<file path="src/rtl/ad7846_readback.sv">
// Read-side controller for one AD7846 DAC: reads the input latch over the
// shared bus and reports the word with a compare against the expected value.
module ad7846_readback #(
    parameter int SETUP_CYC   = 2,
    parameter int ACCESS_CYC  = 4,
    parameter int HOLD_CYC    = 2,
    parameter int GNT_TIMEOUT = 255
) (
    input  logic        sysclk,
    input  logic        rst,
    input  logic        rb_req,
    input  logic [15:0] rb_expect,
    output logic        rb_ready,
    output logic        rb_valid,
    output logic [15:0] rb_data,
    output logic        rb_match,
    output logic        rb_err,
    input  logic        rb_ack,
    output logic        bus_req,
    input  logic        bus_gnt,
    input  logic [15:0] DATA_i,
    output logic        DATA_OE,
    output logic        RW,
    output logic        CS
);

    typedef enum logic [2:0] {
        IDLE, WAIT_GNT, SETUP, ACCESS, RELEASE, RESULT
    } state_t;

    state_t      state, state_nxt;
    logic [7:0]  cnt, cnt_nxt;
    logic [15:0] expect_q, expect_nxt;
    logic [15:0] data_nxt;
    logic        match_nxt, err_nxt;
    logic        cs_nxt, bus_req_nxt, ready_nxt, valid_nxt;

    always_ff @(posedge sysclk) begin
        if (rst) begin
            state    <= IDLE;
            cnt      <= 8'd0;
            expect_q <= 16'd0;
            rb_ready <= 1'b1;
            rb_valid <= 1'b0;
            rb_data  <= 16'd0;
            rb_match <= 1'b0;
            rb_err   <= 1'b0;
            bus_req  <= 1'b0;
            CS       <= 1'b1;
            RW       <= 1'b1;
            DATA_OE  <= 1'b0;
        end else begin
            state    <= state_nxt;
            cnt      <= cnt_nxt;
            expect_q <= expect_nxt;
            rb_ready <= ready_nxt;
            rb_valid <= valid_nxt;
            rb_data  <= data_nxt;
            rb_match <= match_nxt;
            rb_err   <= err_nxt;
            bus_req  <= bus_req_nxt;
            CS       <= cs_nxt;
            // This block only ever reads, so the bus is never driven.
            RW       <= 1'b1;
            DATA_OE  <= 1'b0;
        end
    end

    always_comb begin
        state_nxt = state;
        cnt_nxt   = cnt;
        case (state)
            IDLE: begin
                if (rb_req) begin
                    state_nxt = WAIT_GNT;
                    cnt_nxt   = 8'd0;
                end
            end
            WAIT_GNT: begin
                // A grant on the timeout cycle takes priority.
                if (bus_gnt) begin
                    state_nxt = SETUP;
                    cnt_nxt   = 8'(SETUP_CYC - 1);
                end else if (cnt == 8'(GNT_TIMEOUT - 1)) begin
                    state_nxt = RESULT;
                end else begin
                    cnt_nxt = cnt + 8'd1;
                end
            end
            SETUP: begin
                if (cnt == 8'd0) begin
                    state_nxt = ACCESS;
                    cnt_nxt   = 8'(ACCESS_CYC - 1);
                end else begin
                    cnt_nxt = cnt - 8'd1;
                end
            end
            ACCESS: begin
                if (cnt == 8'd0) begin
                    state_nxt = RELEASE;
                    cnt_nxt   = 8'(HOLD_CYC - 1);
                end else begin
                    cnt_nxt = cnt - 8'd1;
                end
            end
            RELEASE: begin
                if (cnt == 8'd0) state_nxt = RESULT;
                else             cnt_nxt   = cnt - 8'd1;
            end
            RESULT: begin
                if (rb_ack) state_nxt = IDLE;
            end
            default: state_nxt = IDLE;
        endcase
    end

    always_comb begin
        expect_nxt  = expect_q;
        data_nxt    = rb_data;
        match_nxt   = rb_match;
        err_nxt     = rb_err;
        ready_nxt   = (state_nxt == IDLE);
        valid_nxt   = (state_nxt == RESULT);
        cs_nxt      = (state_nxt != ACCESS);
        bus_req_nxt = (state_nxt == WAIT_GNT) || (state_nxt == SETUP) ||
                      (state_nxt == ACCESS) || (state_nxt == RELEASE);
        if (state == IDLE && state_nxt == WAIT_GNT) begin
            expect_nxt = rb_expect;
        end
        if (state == ACCESS && state_nxt == RELEASE) begin
            data_nxt  = DATA_i;
            match_nxt = (DATA_i == expect_q);
        end
        if (state == WAIT_GNT && state_nxt == RESULT) begin
            data_nxt  = 16'd0;
            match_nxt = 1'b0;
            err_nxt   = 1'b1;
        end
        if (state == RESULT && state_nxt == IDLE) begin
            err_nxt = 1'b0;
        end
    end

endmodule

</file>
<file path="config.mk">
export PLATFORM = sky130hd
export DESIGN_NAME = ad7846_readback
export DESIGN_NICKNAME = d
export VERILOG_FILES = /design/src/rtl/ad7846_readback.sv
export SDC_FILE = /design/constraint.sdc
export NUM_CORES = 1
export LEC_CHECK = 0
export BUFFER_PORTS_ARGS = -buffer_cell sky130_fd_sc_hd__buf_4
export CAP_MARGIN = 20
export CORE_UTILIZATION = 45
export DETAILED_ROUTE_END_ITERATION = 12
export HOLD_SLACK_MARGIN = 0.08
export PLACE_DENSITY_LB_ADDON = 0.25
export SYNTH_ARGS = -nofsm -noshare
export SYNTH_HDL_FRONTEND = slang
export SYNTH_SLANG_ARGS = --single-unit
</file>
<file path="constraint.sdc">
create_clock -name sysclk -period 2.2 [get_ports sysclk]
set_input_delay 0.22 -clock sysclk [delete_from_list [all_inputs] [get_ports sysclk]]
set_output_delay 0.22 -clock sysclk [all_outputs]
set_load 0.01 [all_outputs]
</file>
---- After elaboration in Yosys (flattened, before gate mapping) ----
Cells that the tools add are included.
storage, ports and cells
  logic and storage cells ................. 57
  bits in registers ....................... 49
cells by class
  eq/ne operators ......................... 16
  add/subtract/negate cells ............... 2
  mux-type cells .......................... 15
  reductions and logical operators ........ 14
operator list
  operator             count
  $mux 8               6
  $pmux 8 s5           1
  $mux 3               7
  $pmux 3 s6           1
  $eq 16x16->1         1
  $eq 3x2->1 const B   4
  $eq 3x3->1 const B   4
  $add 8x1->8 const B  1
  $eq 8x8->1 const B   1
  $logic_not 8->1      1
  $sub 8x1->8 const B  1
  $eq 3x1->1 const B   2
  $logic_not 3->1      2
  $reduce_bool 5->1    1
  $logic_and 1x1->1    4
  $ne 2x2->1 const B   2
  $reduce_and 4->1     1
  $reduce_or 2->1      2
  $logic_or 1x1->1     3
  $ne 3x2->1 const B   1
  $ne 3x3->1 const B   1

---- Depth between registers and ports, before layout ----
Gate-level depths: netlist of run 1.
  depth after elaboration ................. 8
  mapped depth ............................ 9
  gate-level depth less buffers ........... 8

---- Worst setup path after synthesis of run 1 ----
OpenSTA, ideal clock, no wires.
  path type ............................... register -> register
  start ................................... register cnt[0]
  end ..................................... register cnt[1]
  stages on the path, launching flop included .. 10
  arrival time ............................ 2.015 ns
  setup slack ............................. 0.063 ns
  setup time .............................. 0.121 ns
  path through ............................ dfxtp_1 inv_1 ha_1 or3b_2 nor3_2 o21ai_1 and3_1 nor3_2 buf_6 mux2_4
on the way
  longest elaborated chain between the ends .. 4
  elaborated cells on any way between the ends .. 13
  those cells by class .................... add/sub: 2; eq/ne: 3; mux: 6; reduce/logical: 2
RTL lines
  what                      line  source
  start: declaration        32    logic [7:0] cnt, cnt_nxt;
  start signal: assignment  54    cnt <= cnt_nxt;
  $add 8x1->8               87    cnt_nxt = cnt + 8'd1;
  $mux 8                    84    end else if (cnt == 8'(GNT_TIMEOUT - 1)) begin
  $mux 8                    81    if (bus_gnt) begin
  $pmux 8 s5                72    case (state)
Several ways; a longest one is shown, not always the timed one. The select of a mux whose other input is x is not followed.
A chain may end at the register's enable or synchronous reset.

---- Worst setup path in the final report of run 1 ----
  start ................................... register cnt[0]
  end ..................................... register cnt[6]
Same word-level chain as after synthesis.

==> impl_metrics.csv, run 1 <==
group,metric,value,unit
floorplan,pin_count,61,
yosys,syn_avg_cell_area,8.458,sq um
floorplan,die-height,77.59,microns
layout,final_common_cell,"buf_4",
setup_path,start_kind,"flip-flop",
setup_path,cpPeakStageDelay,0.47,ns
detailed_routing,ant_nets,0,
detailed_routing,wl_met1,2.874,mm
layout,final_cell_area,3226,sq um
power_and_ir_drop,powerDensity,637.3,nW/um^2
job,drv_cap,0,
detailed_routing,wl_per_cell,13.50,microns
clock_tree,clk_pin_slew,0.09,ns
placement,gp_congestion,0.8494,
setup_path,path_cells,"inv_1 -> ha_1 -> or3b_2 -> nor3_2 -> o21ai_1 -> and3_1 -> nor3_4 -> buf_6 -> mux2i_1",
layout,fillerInstances,511,
clock_tree,worstSkewPairLatency,0.30,ns
floorplan,die_x,77.59,microns
yosys,yosys-top-cells-area,"dfxtp_1 38%, mux2i_1 9.3%, nand2_1 6.6%, xor2_1 6.1%, a21oi_1 5.1%",
sta,fmax,0.4874,GHz
sta,period_needed,2.052,ns
clock_tree,cts_htree_levels,2,
yosys,yosysSeqAreaShare,38.15,%
detailed_routing,drcViolationCount,0,
detailed_routing,via_count,2306,
worst_hold_path,hold_path_class,"in -> reg",
setup_path,r2r_cells,9,
layout,area_growth,25.45,%
floorplan,initial_core_util,46.69,%
layout,fin_util,58.58,%
yosys,ys_types,49,
setup_path,cp-end-kind,"flip-flop",
clock_tree,cts_setup_buffers,0,
detailed_routing,met2_wirelength,2.715,mm
worst_hold_path,hold_depth,3,
floorplan,design.core.area,5507,sq um
setup_path,crit_required,2.42,ns
layout,multiInputGateArea,1486,sq um
grt,grt_pass1_vias,2163,
clock_tree,cts_buffers,5,
grt,grt_pass1_wl,10.03,mm
yosys,syn_area,2571,sq um
sta,clock_skew,0.008135,ns
power_and_ir_drop,p_leak,1.499,nW
run_status,status,"completed",
sta,tightest_slew,0.9549,ns
sta,timing.final.crit_share,93.26,%
placement,hpwl,4.350,mm
detailed_routing,highest_layer,"met4",
detailed_routing,wl_met3,310,microns
detailed_routing,wirelength,5.942,mm
placement,io_buffers,58,
sta,setup_viol,0,
setup_path,worstPathArrival,2.28,ns
layout,final_nets,408,
floorplan,dieArea,6020,sq um
grt,antenna_found_initial,0,
layout,regArea,980.9,sq um
power_and_ir_drop,p_total,2.056,mW
grt,grt-ovfl-total,0,
floorplan,row_count,27,
clock_tree,cts_buffer_depth,2,
detailed_routing,via_per_inst,5.241,
clock_tree,cts.sinks,49,
detailed_routing,first_pass_iters,5,
setup_path,slowest_stage,"or3b_2",
sta,relSlewSlack,35.99,%
layout,mostFrequentLayoutCells,"74 x buf_4, 49 x dfxtp_1, 45 x nand2_1, 30 x nor2_1, 26 x a21oi_1",
detailed_routing,initialDrtViolationCount,62,
layout,layout-drive-gt1-share,26.09,%
yosys,ys_warn_count,0,
yosys,yosys_register_bits,49,
placement,place_area,3123,sq um
yosys,syn_inst,304,
power_and_ir_drop,ir_drop,274.1,uV
yosys,synth_top_area_share,38.15,%
setup_path,crit_path_max_fanout,8,
layout,diodes,0,
clock_tree,clockRootBuffer,"clkbuf_8",
yosys,syn_nets,345,
setup_path,criticalPathCategory,"reg -> reg",
sta,slew_viol_final,0,
clock_tree,tritoncts,"built",
sta,hold_viol_final,0,
grt,grt_usage,20.72,%
yosys,yosys.area.top_type,"dfxtp_1",
grt,grt_start_max_net_pins,35,
-- worst max-delay path: cells and delay by family (launching register included) --
family                     cells  cell delay [ns]
AOI/OAI and AO/OA              1             0.10
muxes                          1             0.20
and+or+nand+nor                4             0.95
buffers and inverters          2             0.25
DFF                            1             0.32
adders and majority gates      1             0.17
-- cells in the mapped netlist, drive strengths merged --
library cell   n
o21ai         11
nand4          4
and4           1
mux2           2
nor4           5
nand2b         8
dfxtp         49
a21oi         26
or3            1
nand4b         1
or3b           1
nor3b          2
a21boi         2
nor4b          1
o211a          1
or2b           1
and2b          1
o211ai         3
nand3         13
clkbuf         7
mux2i         24
and3           4
a41oi          1
or4            2
ha             4
xor2          18
nor3           6
inv            4
and2           2
buf           12
o31ai          2
nand2         45
o311ai         1
conb           2
a21o           2
o221ai         1
nor2          30
o22ai          2
nor2b          2
-- final timing paths --
| check | slack, ns | end | startpoint |
|---|---|---|---|
| setup / recovery | 0.15 | cnt[6] | cnt[0] |
| hold / removal | 0.16 | expect_q[13] | rb_expect[13] |
| setup reg to reg | 0.15 | cnt[6] | cnt[0] |
| hold reg to reg | 0.47 | expect_q[10] | expect_q[10] |
-- metrics by stage --
| step | setup TNS, ns | instances | worst slack [ns] | hold slack, ns |
|---|---|---|---|---|
| 3_5_place_dp | 0 | 432 | 0.1355 | 0.4596 |
| 5_1_grt | -0.001008 | 440 | -0.001008 | 0.1458 |
| 3_3_place_gp | 0 | 432 | 0.2176 | 0.4527 |
| 6_report | 0 | 440 | 0.1484 | 0.1609 |
| 2_1_floorplan | 0 | 304 | 0.06340 | 0.3560 |
| 4_1_cts | 0 | 440 | 0.1271 | 0.1616 |
-- metal layers --
metal  vias to the layer above  global-route usage, %
li1                       1163                      -
met4                         0                  3.962
met3                         6                  4.471
met2                        68                  33.89
met5                         -                      0
met1                      1069                  28.02
-- logic make-up after synthesis --
logic type                 count (synthesis)  synth area share (%)
AOI/OAI and AO/OA                         52                 11.87
xor gates and xnor gates                  18                 6.131
adders and majority gates                  4                 1.947
buffers and inverters                     23                 4.720
DFF                                       49                 38.15
muxes                                     26                 10.36
other                                      2                0.2921
and+or+nand+nor                          130                 26.52
-- area by class of cell --
class | count | area share [%]
clock buffer | 6 | 2.250
clock inverter | 2 | 0.4267
tap | 72 | 2.793
sequential | 49 | 30.41
multi-input combinational | 232 | 46.08
inverter | 4 | 0.4655
timing repair buffer | 75 | 17.57
-- flip-flops by register name, indices dropped and copies added (netlist names) --
register,flops
rb_data,16
expect_q,16
bus_req,1
rb_match,1
CS,1
rb_err,1
cnt,8
rb_ready,1
state,3
rb_valid,1
-- report_power, final --
| group | internal (mW) | switching [mW] | total, mW |
|---|---|---|---|
| Combinational | 0.262 | 0.295 | 0.557 |
| Clock | 0.227 | 0.297 | 0.524 |
| Sequential | 0.937 | 0.0372 | 0.974 |
-- repair_timing --
action | in CTS | in global routing
endpoints found under the setup margin | 0 | 7
hold buffers | 0 | 0
resized for setup | 0 | 3
endpoints found under the hold margin | 0 | 0
Note: power is estimated with default switching activity, not from simulation.
==> run 2, diff against run 1 <==
CAP_MARGIN = unset   (was 20)
clock period = 2.4 ns   (was 2.2 ns; I/O delays follow)
==> run 2 against run 1 <==
Effect of this change:
- sequential share of layout area up 0.64 points
- fmax is 7.2% lower
- sequential power shrank 7.4%
- critical path depth unchanged
- global-route usage decreased by 1.4 points
- via count down 2.3%
- design area shrank 2.1%
==> impl_metrics.csv, run 2 (synthesis gave the netlist of run 1 again) <==
group,metric,value,unit
layout,layout-drive-gt1-share,24.79,%
clock_tree,cts_htree_levels,2,
setup_path,path_cells,"inv_1 -> ha_1 -> or3b_2 -> nor3_2 -> o21ai_1 -> and3_1 -> nor3_2 -> buf_6 -> mux2i_1",
clock_tree,cts_buffers,5,
power_and_ir_drop,p_leak,1.445,nW
run_status,status,"completed",
detailed_routing,wl_per_cell,12.95,microns
layout,largestRegisters,"expect_q x16, rb_data x16, cnt x8",
floorplan,die-height,77.59,microns
power_and_ir_drop,ir_drop,307.9,uV
detailed_routing,drcViolationCount,0,
sta,hold_viol_final,0,
clock_tree,cts_buffer_depth,2,
detailed_routing,ant_nets,0,
sta,setup_viol,0,
placement,gp_congestion,0.9181,
layout,final_common_cell,"buf_4",
grt,antenna_found_initial,0,
detailed_routing,via_count,2252,
sta,period_needed,2.211,ns
sta,setup_slack,0.1891,ns
floorplan,row_count,27,
clock_tree,clockRootBuffer,"clkbuf_8",
detailed_routing,first_pass_iters,4,
sta,timing.final.crit_share,92.12,%
clock_tree,tritoncts,"built",
sta,relSlewSlack,36.06,%
setup_path,criticalPathCategory,"reg -> reg",
grt,grt_pass1_wl,9.335,mm
floorplan,dieArea,6020,sq um
clock_tree,cts.sinks,49,
layout,mostFrequentLayoutCells,"65 x buf_4, 49 x dfxtp_1, 45 x nand2_1, 29 x nor2_1, 25 x a21oi_1",
grt,grt_usage,19.32,%
grt,grt_pass1_vias,2015,
setup_path,worstPathArrival,2.44,ns
layout,area_growth,22.87,%
setup_path,crit_top_cell,"nor3_2",
sta,grt_setup_unrepaired,"false",
layout,fillerInstances,516,
layout,diodes,0,
setup_path,crit_path_max_fanout,8,
power_and_ir_drop,p_total,1.846,mW
floorplan,pin_count,61,
placement,hpwl,4.066,mm
detailed_routing,wirelength,5.582,mm
worst_hold_path,hold_path_class,"in -> reg",
clock_tree,clk_pin_slew,0.09,ns
setup_path,start_kind,"flip-flop",
sta,tightest_slew,0.9539,ns
floorplan,die_x,77.59,microns
clock_tree,cts_setup_buffers,0,
grt,grt-ovfl-total,0,
layout,final_nets,399,
sta,clock_skew,0.01133,ns
power_and_ir_drop,powerDensity,584.3,nW/um^2
layout,fin_util,57.37,%
setup_path,cpPeakStageDelay,0.46,ns
setup_path,cp-end-kind,"flip-flop",
sta,fmax,0.4523,GHz
floorplan,design.core.area,5507,sq um
clock_tree,cts_hold_buf,0,
setup_path,slowest_stage,"or3b_2",
grt,grt_start_max_net_pins,35,
floorplan,initial_core_util,46.69,%
placement,io_buffers,58,
setup_path,crit_required,2.63,ns
job,drv_cap,0,
clock_tree,worstSkewPairLatency,0.30,ns
sta,slew_viol_final,0,
placement,preCtsSetupSlack,0.1500,ns
sta,tns,0,ns
detailed_routing,via_per_inst,5.225,
detailed_routing,initialDrtViolationCount,67,
## run 2: layout make-up
class / count / area, sq um / area share [%]
clock inverters: 2 / 15.01 / 0.4752
flip-flops and latches: 49 / 980.9 / 31.05
inverters: 4 / 15.01 / 0.4752
well taps: 72 / 90.09 / 2.851
repair buffers: 66 / 499.2 / 15.80
multi-input cells: 232 / 1486 / 47.05
clock buffers: 6 / 72.57 / 2.297
## run 2: worst paths after layout
kind	from	endpoint	slack (ns)	cells past startpoint
max	cnt[0]	cnt[5]	0.19	9
max reg2reg	cnt[0]	cnt[5]	0.19	9
min reg2reg	expect_q[11]	expect_q[11]	0.47	2
min	rb_expect[4]	expect_q[4]	0.18	3
## run 2: routing by layer
layer | part of all wire, % | vias to the layer above | GRT usage (%) | routed length (microns)
li1 | - | 1148 | - | -
met4 | 1.3 | 0 | 6.226 | 73
met5 | 0 | - | 0 | 0
met2 | 48 | 54 | 32.48 | 2704
met1 | 46 | 1044 | 24.87 | 2543
met3 | 4.7 | 6 | 3.529 | 261
## run 2: timing repair
action	4_1_cts	5_1_grt
endpoints found under the setup margin	0	9
endpoints found under the hold margin	0	0
gates resized for setup	0	4
## run 2: power by group
group | leakage [nW] | total, mW | internal (mW) | switching [mW]
Clock | 0.0374 | 0.477 | 0.206 | 0.271
Sequential | 0.399 | 0.902 | 0.859 | 0.0426
Combinational | 1.01 | 0.468 | 0.222 | 0.246
## run 2: per-stage QoR
| stage | area, sq um | instances | hold slack [ns] |
|---|---|---|---|
| after global routing | 3159 | 431 | 0.1662 |
| after floorplan | 2571 | 304 | 0.3760 |
| final | 3159 | 431 | 0.1772 |
| after CTS | 3143 | 431 | 0.1686 |
| after detailed placement | 3055 | 423 | 0.4582 |
| after global placement | 3055 | 423 | 0.4528 |
## run 2: critical path, delay by kind of cell (launching register included)
family	cells	cell delay [ns]
DFF	1	0.37
AOI/OAI and AO/OA	1	0.10
buffers and inverters	2	0.36
adders and majority gates	1	0.18
muxes	1	0.18
and+or+nand+nor	4	0.94
